==> src/rtl/load_store_unit.sv <==
// Load/store engine between execute and data memory.
// Decodes CPU BRAM vs MMIO, drives registered BRAM port signals,
// waits out the BRAM read latency, and extracts/extends loaded data.
// Optional build macro: MISALIGN_TRAP_EN (fault on misaligned HALFWORD/WORD BRAM accesses).
//
// state  | meaning
// IDLE   | ready for a request; BRAM/MMIO-write side effects launched on accept
// ISSUE  | BRAM enable high this cycle; MMIO input sampled
// WAIT   | counting down the BRAM read latency
// RESP   | one-cycle response pulse
module load_store_unit #(
    parameter int unsigned READ_LATENCY = 1
) (
    input  logic        clk,
    input  logic        reset,
    input  logic        req_valid,
    output logic        req_ready,
    input  logic [31:0] addr,
    input  logic [1:0]  mem_op,
    input  logic [1:0]  mem_size,
    input  logic [31:0] wdata,
    output logic        bram_en,
    output logic [3:0]  bram_we,
    output logic [31:0] bram_addr,
    output logic [31:0] bram_wdata,
    input  logic [31:0] mem_rdata,
    input  logic [31:0] reg_input,
    output logic [31:0] reg_output,
    output logic        resp_valid,
    output logic [31:0] resp_data,
    output logic        fault
);

    localparam logic [1:0]  MEM_DISABLE      = 2'b00;
    localparam logic [1:0]  MEM_READ_SEXT    = 2'b01;
    localparam logic [1:0]  MEM_READ_ZEXT    = 2'b10;
    localparam logic [1:0]  MEM_WRITE        = 2'b11;
    localparam logic [1:0]  BYTE             = 2'b00;
    localparam logic [1:0]  HALFWORD         = 2'b01;
    localparam logic [1:0]  WORD             = 2'b10;
    localparam logic [31:0] BRAM_END         = 32'h007F_FF00;
    localparam logic [31:0] READ_REG_INPUT   = 32'h0200_0000;
    localparam logic [31:0] WRITE_REG_OUTPUT = 32'h0200_0100;

    typedef enum logic [1:0] {S_IDLE, S_ISSUE, S_WAIT, S_RESP} state_t;
    typedef enum logic [2:0] {K_NONE, K_FAULT, K_BRAM_RD, K_BRAM_WR, K_MMIO_RD, K_MMIO_WR} kind_t;

    state_t      state;
    kind_t       kind_q;
    kind_t       kind_c;
    logic [1:0]  lo_q;
    logic [1:0]  size_q;
    logic        sext_q;
    logic [7:0]  wait_cnt;
    logic        misalign;
    logic [3:0]  we_c;
    logic [31:0] wdata_c;
    logic [7:0]  lane_b;
    logic [15:0] lane_h;
    logic [31:0] load_data;

    // Region/direction decode of the incoming request
    always_comb begin
        kind_c   = K_FAULT;
`ifdef MISALIGN_TRAP_EN
        misalign = ((mem_size == HALFWORD) && addr[0]) ||
                   ((mem_size == WORD) && (addr[1:0] != 2'b00));
`else
        misalign = 1'b0;
`endif
        if (mem_op == MEM_DISABLE) begin
            kind_c = K_NONE;
        end else if (mem_size == 2'b11) begin
            kind_c = K_FAULT;
        end else if (addr < BRAM_END) begin
            if (misalign)
                kind_c = K_FAULT;
            else if (mem_op == MEM_WRITE)
                kind_c = K_BRAM_WR;
            else
                kind_c = K_BRAM_RD;
        end else if ((addr == READ_REG_INPUT) &&
                     ((mem_op == MEM_READ_SEXT) || (mem_op == MEM_READ_ZEXT))) begin
            kind_c = K_MMIO_RD;
        end else if ((addr == WRITE_REG_OUTPUT) && (mem_op == MEM_WRITE)) begin
            kind_c = K_MMIO_WR;
        end
    end

    // Store lane steering: byte enables and replicated write data
    always_comb begin
        we_c    = 4'b1111;
        wdata_c = wdata;
        case (mem_size)
            BYTE: begin
                we_c    = 4'b0001 << addr[1:0];
                wdata_c = {4{wdata[7:0]}};
            end
            HALFWORD: begin
                we_c    = addr[1] ? 4'b1100 : 4'b0011;
                wdata_c = {2{wdata[15:0]}};
            end
            WORD: begin
                we_c    = 4'b1111;
                wdata_c = wdata;
            end
            default: begin
                we_c    = 4'b0000;
                wdata_c = 32'h0;
            end
        endcase
    end

    // Load lane extraction and sign/zero extension
    always_comb begin
        case (lo_q)
            2'd0:    lane_b = mem_rdata[7:0];
            2'd1:    lane_b = mem_rdata[15:8];
            2'd2:    lane_b = mem_rdata[23:16];
            default: lane_b = mem_rdata[31:24];
        endcase
        lane_h = lo_q[1] ? mem_rdata[31:16] : mem_rdata[15:0];
        case (size_q)
            BYTE:     load_data = {{24{sext_q & lane_b[7]}}, lane_b};
            HALFWORD: load_data = {{16{sext_q & lane_h[15]}}, lane_h};
            default:  load_data = mem_rdata;
        endcase
    end

    // Sequencer with registered BRAM, MMIO and response outputs
    always_ff @(posedge clk or posedge reset) begin
        if (reset) begin
            state      <= S_IDLE;
            kind_q     <= K_NONE;
            lo_q       <= 2'b00;
            size_q     <= 2'b00;
            sext_q     <= 1'b0;
            wait_cnt   <= 8'd0;
            req_ready  <= 1'b1;
            bram_en    <= 1'b0;
            bram_we    <= 4'b0000;
            bram_addr  <= 32'h0;
            bram_wdata <= 32'h0;
            reg_output <= 32'h0;
            resp_valid <= 1'b0;
            resp_data  <= 32'h0;
            fault      <= 1'b0;
        end else begin
            bram_en    <= 1'b0;
            bram_we    <= 4'b0000;
            bram_addr  <= 32'h0;
            bram_wdata <= 32'h0;
            case (state)
                S_IDLE: begin
                    if (req_valid) begin
                        req_ready <= 1'b0;
                        kind_q    <= kind_c;
                        lo_q      <= addr[1:0];
                        size_q    <= mem_size;
                        sext_q    <= (mem_op == MEM_READ_SEXT);
                        state     <= S_ISSUE;
                        if ((kind_c == K_BRAM_RD) || (kind_c == K_BRAM_WR)) begin
                            bram_en   <= 1'b1;
                            bram_addr <= {addr[31:2], 2'b00};
                        end
                        if (kind_c == K_BRAM_WR) begin
                            bram_we    <= we_c;
                            bram_wdata <= wdata_c;
                        end
                        if (kind_c == K_MMIO_WR)
                            reg_output <= wdata;
                    end
                end
                S_ISSUE: begin
                    if (kind_q == K_BRAM_RD) begin
                        wait_cnt <= 8'(READ_LATENCY - 1);
                        state    <= S_WAIT;
                    end else begin
                        resp_valid <= 1'b1;
                        fault      <= (kind_q == K_FAULT);
                        resp_data  <= (kind_q == K_MMIO_RD) ? reg_input : 32'h0;
                        state      <= S_RESP;
                    end
                end
                S_WAIT: begin
                    if (wait_cnt == 8'd0) begin
                        resp_valid <= 1'b1;
                        fault      <= 1'b0;
                        resp_data  <= load_data;
                        state      <= S_RESP;
                    end else begin
                        wait_cnt <= wait_cnt - 8'd1;
                    end
                end
                default: begin
                    resp_valid <= 1'b0;
                    fault      <= 1'b0;
                    resp_data  <= 32'h0;
                    req_ready  <= 1'b1;
                    state      <= S_IDLE;
                end
            endcase
        end
    end

endmodule

==> config.mk <==
export PLATFORM = sky130hd
export DESIGN_NAME = load_store_unit
export DESIGN_NICKNAME = d
export VERILOG_FILES = /design/src/rtl/load_store_unit.sv
export SDC_FILE = /design/constraint.sdc
export NUM_CORES = 1
export LEC_CHECK = 0
export ABC_CLOCK_PERIOD_IN_PS = 6250
export CAP_MARGIN = 20
export CORE_MARGIN = 2
export CORE_UTILIZATION = 34
export DETAILED_ROUTE_END_ITERATION = 6
export PLACE_DENSITY = 0.65
export SYNTH_ARGS = -nofsm -noshare
export SYNTH_HDL_FRONTEND = slang
export SYNTH_SLANG_ARGS = --single-unit
export TNS_END_PERCENT = 1
==> constraint.sdc <==
create_clock -name clk -period 6.25 [get_ports clk]
set_clock_uncertainty 0.05 [all_clocks]
set_input_delay 1.25 -clock clk [delete_from_list [all_inputs] [get_ports clk]]
set_output_delay 1.25 -clock clk [all_outputs]
set_load 0.005 [all_outputs]
==> impl_metrics.csv <==
group,metric,value,unit
outcome,status,"finished clean",
power_and_ir_drop,internal-power,2303,uW
sta,rsz0062_at_grt,"false",
worst_setup_path,cp.required,6.51,ns
clocking,htreeDepth,4,
layout,fill_cells,1770,
sta,fmax,280.3,MHz
placed_design,place_hpwl,16.02,mm
layout,syn2layout_area_growth,51.79,%
clocking,hold_buffers,0,
layout,seq_area,3805,sq um
logic_synthesis,synth_edf_count,0,
power_and_ir_drop,cellLeakagePower,0.004616,uW
logic_synthesis,ys_seq_area_frac,0.5555,
sta,tightest_slew,1.041,ns
layout,n_antenna_cell,0,
power_and_ir_drop,comb_power_share,0.324,
layout,final_common_cell,"clkdlybuf4s50_1",
sta,slew_violations,0,
clocking,clk_latency,0.42,ns
sta,layout_min_cycle_time,3.567,ns
sta,finalSetupViolCount,0,
die,core-area,19590,sq um
logic_synthesis,syn-cell-area,6849,sq um
logic_synthesis,async_reset_ff_frac,1.000,
clocking,clkSlewWorstSetupHoldPaths,0.07,ns
global_routing,grt_overflow,0,
clocking,clockBufferDepth,2,
power_and_ir_drop,clockPowerShare,0.309,
power_and_ir_drop,ir_worst_vdd,0.0002111,V
clocking,cts_tree,"yes",
sta,finalCritPeriodShare,0.5707,
power_and_ir_drop,p_per_area,332.9,nW/um^2
worst_setup_path,startpoint_type,"input port",
sta,maxSlewHeadroom,0.3043,
logic_synthesis,synthDominantCellAreaShare,0.5517,
die,num_rows,51,
clocking,cts_setup_buffers,0,
clocking,clock-sinks,152,
routing,antenna_left,0,
clocking,numCtsBuffers,17,
routing,initialDrtViolationCount,333,
placed_design,gp_congestion,0.7917,
worst_setup_path,cpMaxStageDelayCell,"a31oi_1",
routing,drc,0,
logic_synthesis,ys_ff_latch,152,
sta,setup_ws,2.683,ns
logic_synthesis,synth_top_area_cell,"dfrtp_1",
logic_synthesis,synthFlopType,"dfrtp_1",
clocking,cts.repair.resized,0,
power_and_ir_drop,p_seq_frac,0.367,
placed_design,io_buffers,268,
global_routing,grt_usage,0.2090,
global_routing,grt_pass1_vias,6174,
logic_synthesis,yosys-top-cells-area,"dfrtp_1 55%, mux2_2 8.1%, nand2_1 3.8%, a21oi_1 3.8%, o21ai_0 3.7%",
worst_setup_path,cpPeakStageDelay,0.67,ns
global_routing,grt_max_degree,71,
die,die_w,145.9,microns
worst_setup_path,crit_chain,"clkdlybuf4s50_1 -> mux4_2 -> a31oi_1 -> a21o_1 -> o21ai_0 -> mux2_4",
routing,vias,5861,
layout,finalNetCount,1035,
sta,finalSetupTns,0,ns
clocking,clockRootBuffer,"clkbuf_16",
hold_path,hp-class,"register to register",
power_and_ir_drop,switching_share,0.3347,
logic_synthesis,synth.avg_cell_area,10.92,sq um
power_and_ir_drop,p_sw,1158,uW
logic_synthesis,yosys_warnings,0,
worst_setup_path,critPathKind,"input port to register",
global_routing,antenna_found_initial,0,
job,drv_cap,0,
layout,multiInputGateArea,2868,sq um
routing,drt-pass1-iter-count,5,
routing,wl_per_cell,18.66,microns
die,io_pins,271,
worst_setup_path,endpoint_kind,"register",
worst_setup_path,cp.arrival,3.82,ns
layout,drive_gt1_frac,0.1184,
placed_design,place_ws,2.262,ns
worst_setup_path,path_max_fanout,16,
logic_synthesis,ys_types,55,
die,dieArea,21300,sq um
routing,viasPerCell,5.014,
global_routing,grt_pass1_wl,34.93,mm
die,die_y,145.9,microns
routing,postRouteWirelength,21.82,mm
die,initial_core_util,0.3496,
sta,hold_viol_final,0,
logic_synthesis,syn_inst,627,
layout,final_cell_mix,"268 x clkdlybuf4s50_1, 151 x dfrtp_1, 70 x nand2_1",
==> area by class of cell <==
| cell class | instances | area share |
|---|---|---|
| flip-flops and latches | 152 | 0.3660 |
| repair buffers | 273 | 0.2616 |
| multi-input cells | 432 | 0.2758 |
| well taps | 265 | 0.03189 |
| clock inverters | 15 | 0.01781 |
| inverters | 15 | 0.005897 |
| clock buffers | 17 | 0.04092 |
==> path summary, 6_finish.rpt <==
| check | start | endpoint | slack [ns] | depth (start not counted) |
|---|---|---|---|---|
| max in group asynchronous | reset | bram_addr[20]$_DFF_PP0_ | 3.87 | 3 |
| min in group asynchronous | reset | reg_output[22]$_DFFE_PP0P_ | 1.26 | 2 |
| worst max register to register | lo_q[1]$_DFFE_PP0P_ | resp_data[24]$_DFFE_PP0P_ | 3.18 | 5 |
| worst min register to register | resp_valid$_DFFE_PP0P_ | resp_valid$_DFFE_PP0P_ | 0.44 | 1 |
| worst min-delay path | resp_valid$_DFFE_PP0P_ | resp_valid$_DFFE_PP0P_ | 0.44 | 1 |
| worst max-delay path | mem_rdata[31] | resp_data[24]$_DFFE_PP0P_ | 2.68 | 6 |
==> synth_stat cells, drive strengths merged, types with 2 or more instances <==
library cell	instances
a21oi	52
nor4b	2
a22o	16
dfrtp	151
nor2	44
and3	8
a211oi	8
nand2	70
inv	15
and2	22
o21ai	51
buf	10
a21o	13
mux2	59
o22ai	2
o211ai	3
nand4	4
nor3	3
nor4bb	2
mux2i	2
nor4	10
ha	9
o221ai	6
nand2b	3
nor2b	6
xor2	3
clkbuf	28
or4	4
or3	2
nand3	2
==> routing by layer <==
layer	global-route usage	vias to the layer above	wire length [microns]
li1	-	2723	-
met1	0.2548	2871	8820
met2	0.3387	240	10320
met3	0.09436	27	2346
met4	0.05196	0	331
met5	0	-	0
==> worst max-delay path, delay by kind of cell <==
kind	cells	cell delay, ns
buf+inv	1	0.47
compound gates	3	1.33
mux	2	0.77
==> state kept, by name, indices dropped and copies added, names as in the netlist, 2 cells and up <==
name        cells
bram_wdata     32
reg_output     32
resp_data      32
bram_addr      30
wait_cnt        8
bram_we         4
kind_q          3
lo_q            2
size_q          2
state           2
==> through the flow <==
stage | total power [uW] | area [sq um] | utilization | hold slack [ns] | std cells
2_1_floorplan | 1962 | 6887 | - | 0.4233 | 637
3_3_place_gp | 2400 | 9786 | 0.4995 | 0.4159 | 1137
3_5_place_dp | 2416 | 9786 | 0.4995 | 0.4236 | 1137
4_1_cts | 3493 | 10400 | 0.5307 | 0.4382 | 1169
5_1_grt | 3668 | 10400 | 0.5307 | 0.4625 | 1169
6_report | 3461 | 10400 | 0.5307 | 0.4360 | 1169
==> logic make-up after synthesis <==
logic type               after synthesis  share of synthesized area
flip-flops                           152                     0.5555
AO/OA/AOI/OAI                        159                     0.1434
multiplexers                          62                     0.1087
AND/OR/NAND/NOR                      188                     0.1370
XOR/XNOR                               3                   0.003837
other                                  1                  0.0005475
adder cells (fa/ha/maj)                9                    0.01644
buffers and inverters                 53                    0.03453
==> power groups by stage <==
| stage | Combinational, uW | Clock (uW) | Sequential [uW] |
|---|---|---|---|
| final | 1120 | 1070 | 1270 |
| after global routing | 1230 | 1140 | 1300 |
| after CTS | 1130 | 1090 | 1270 |
| after detailed placement | 1130 | 0 | 1290 |
| after global placement | 1110 | 0 | 1290 |
| after floorplan | 716 | 0 | 1250 |
Note: power is estimated with default switching activity, not from simulation.
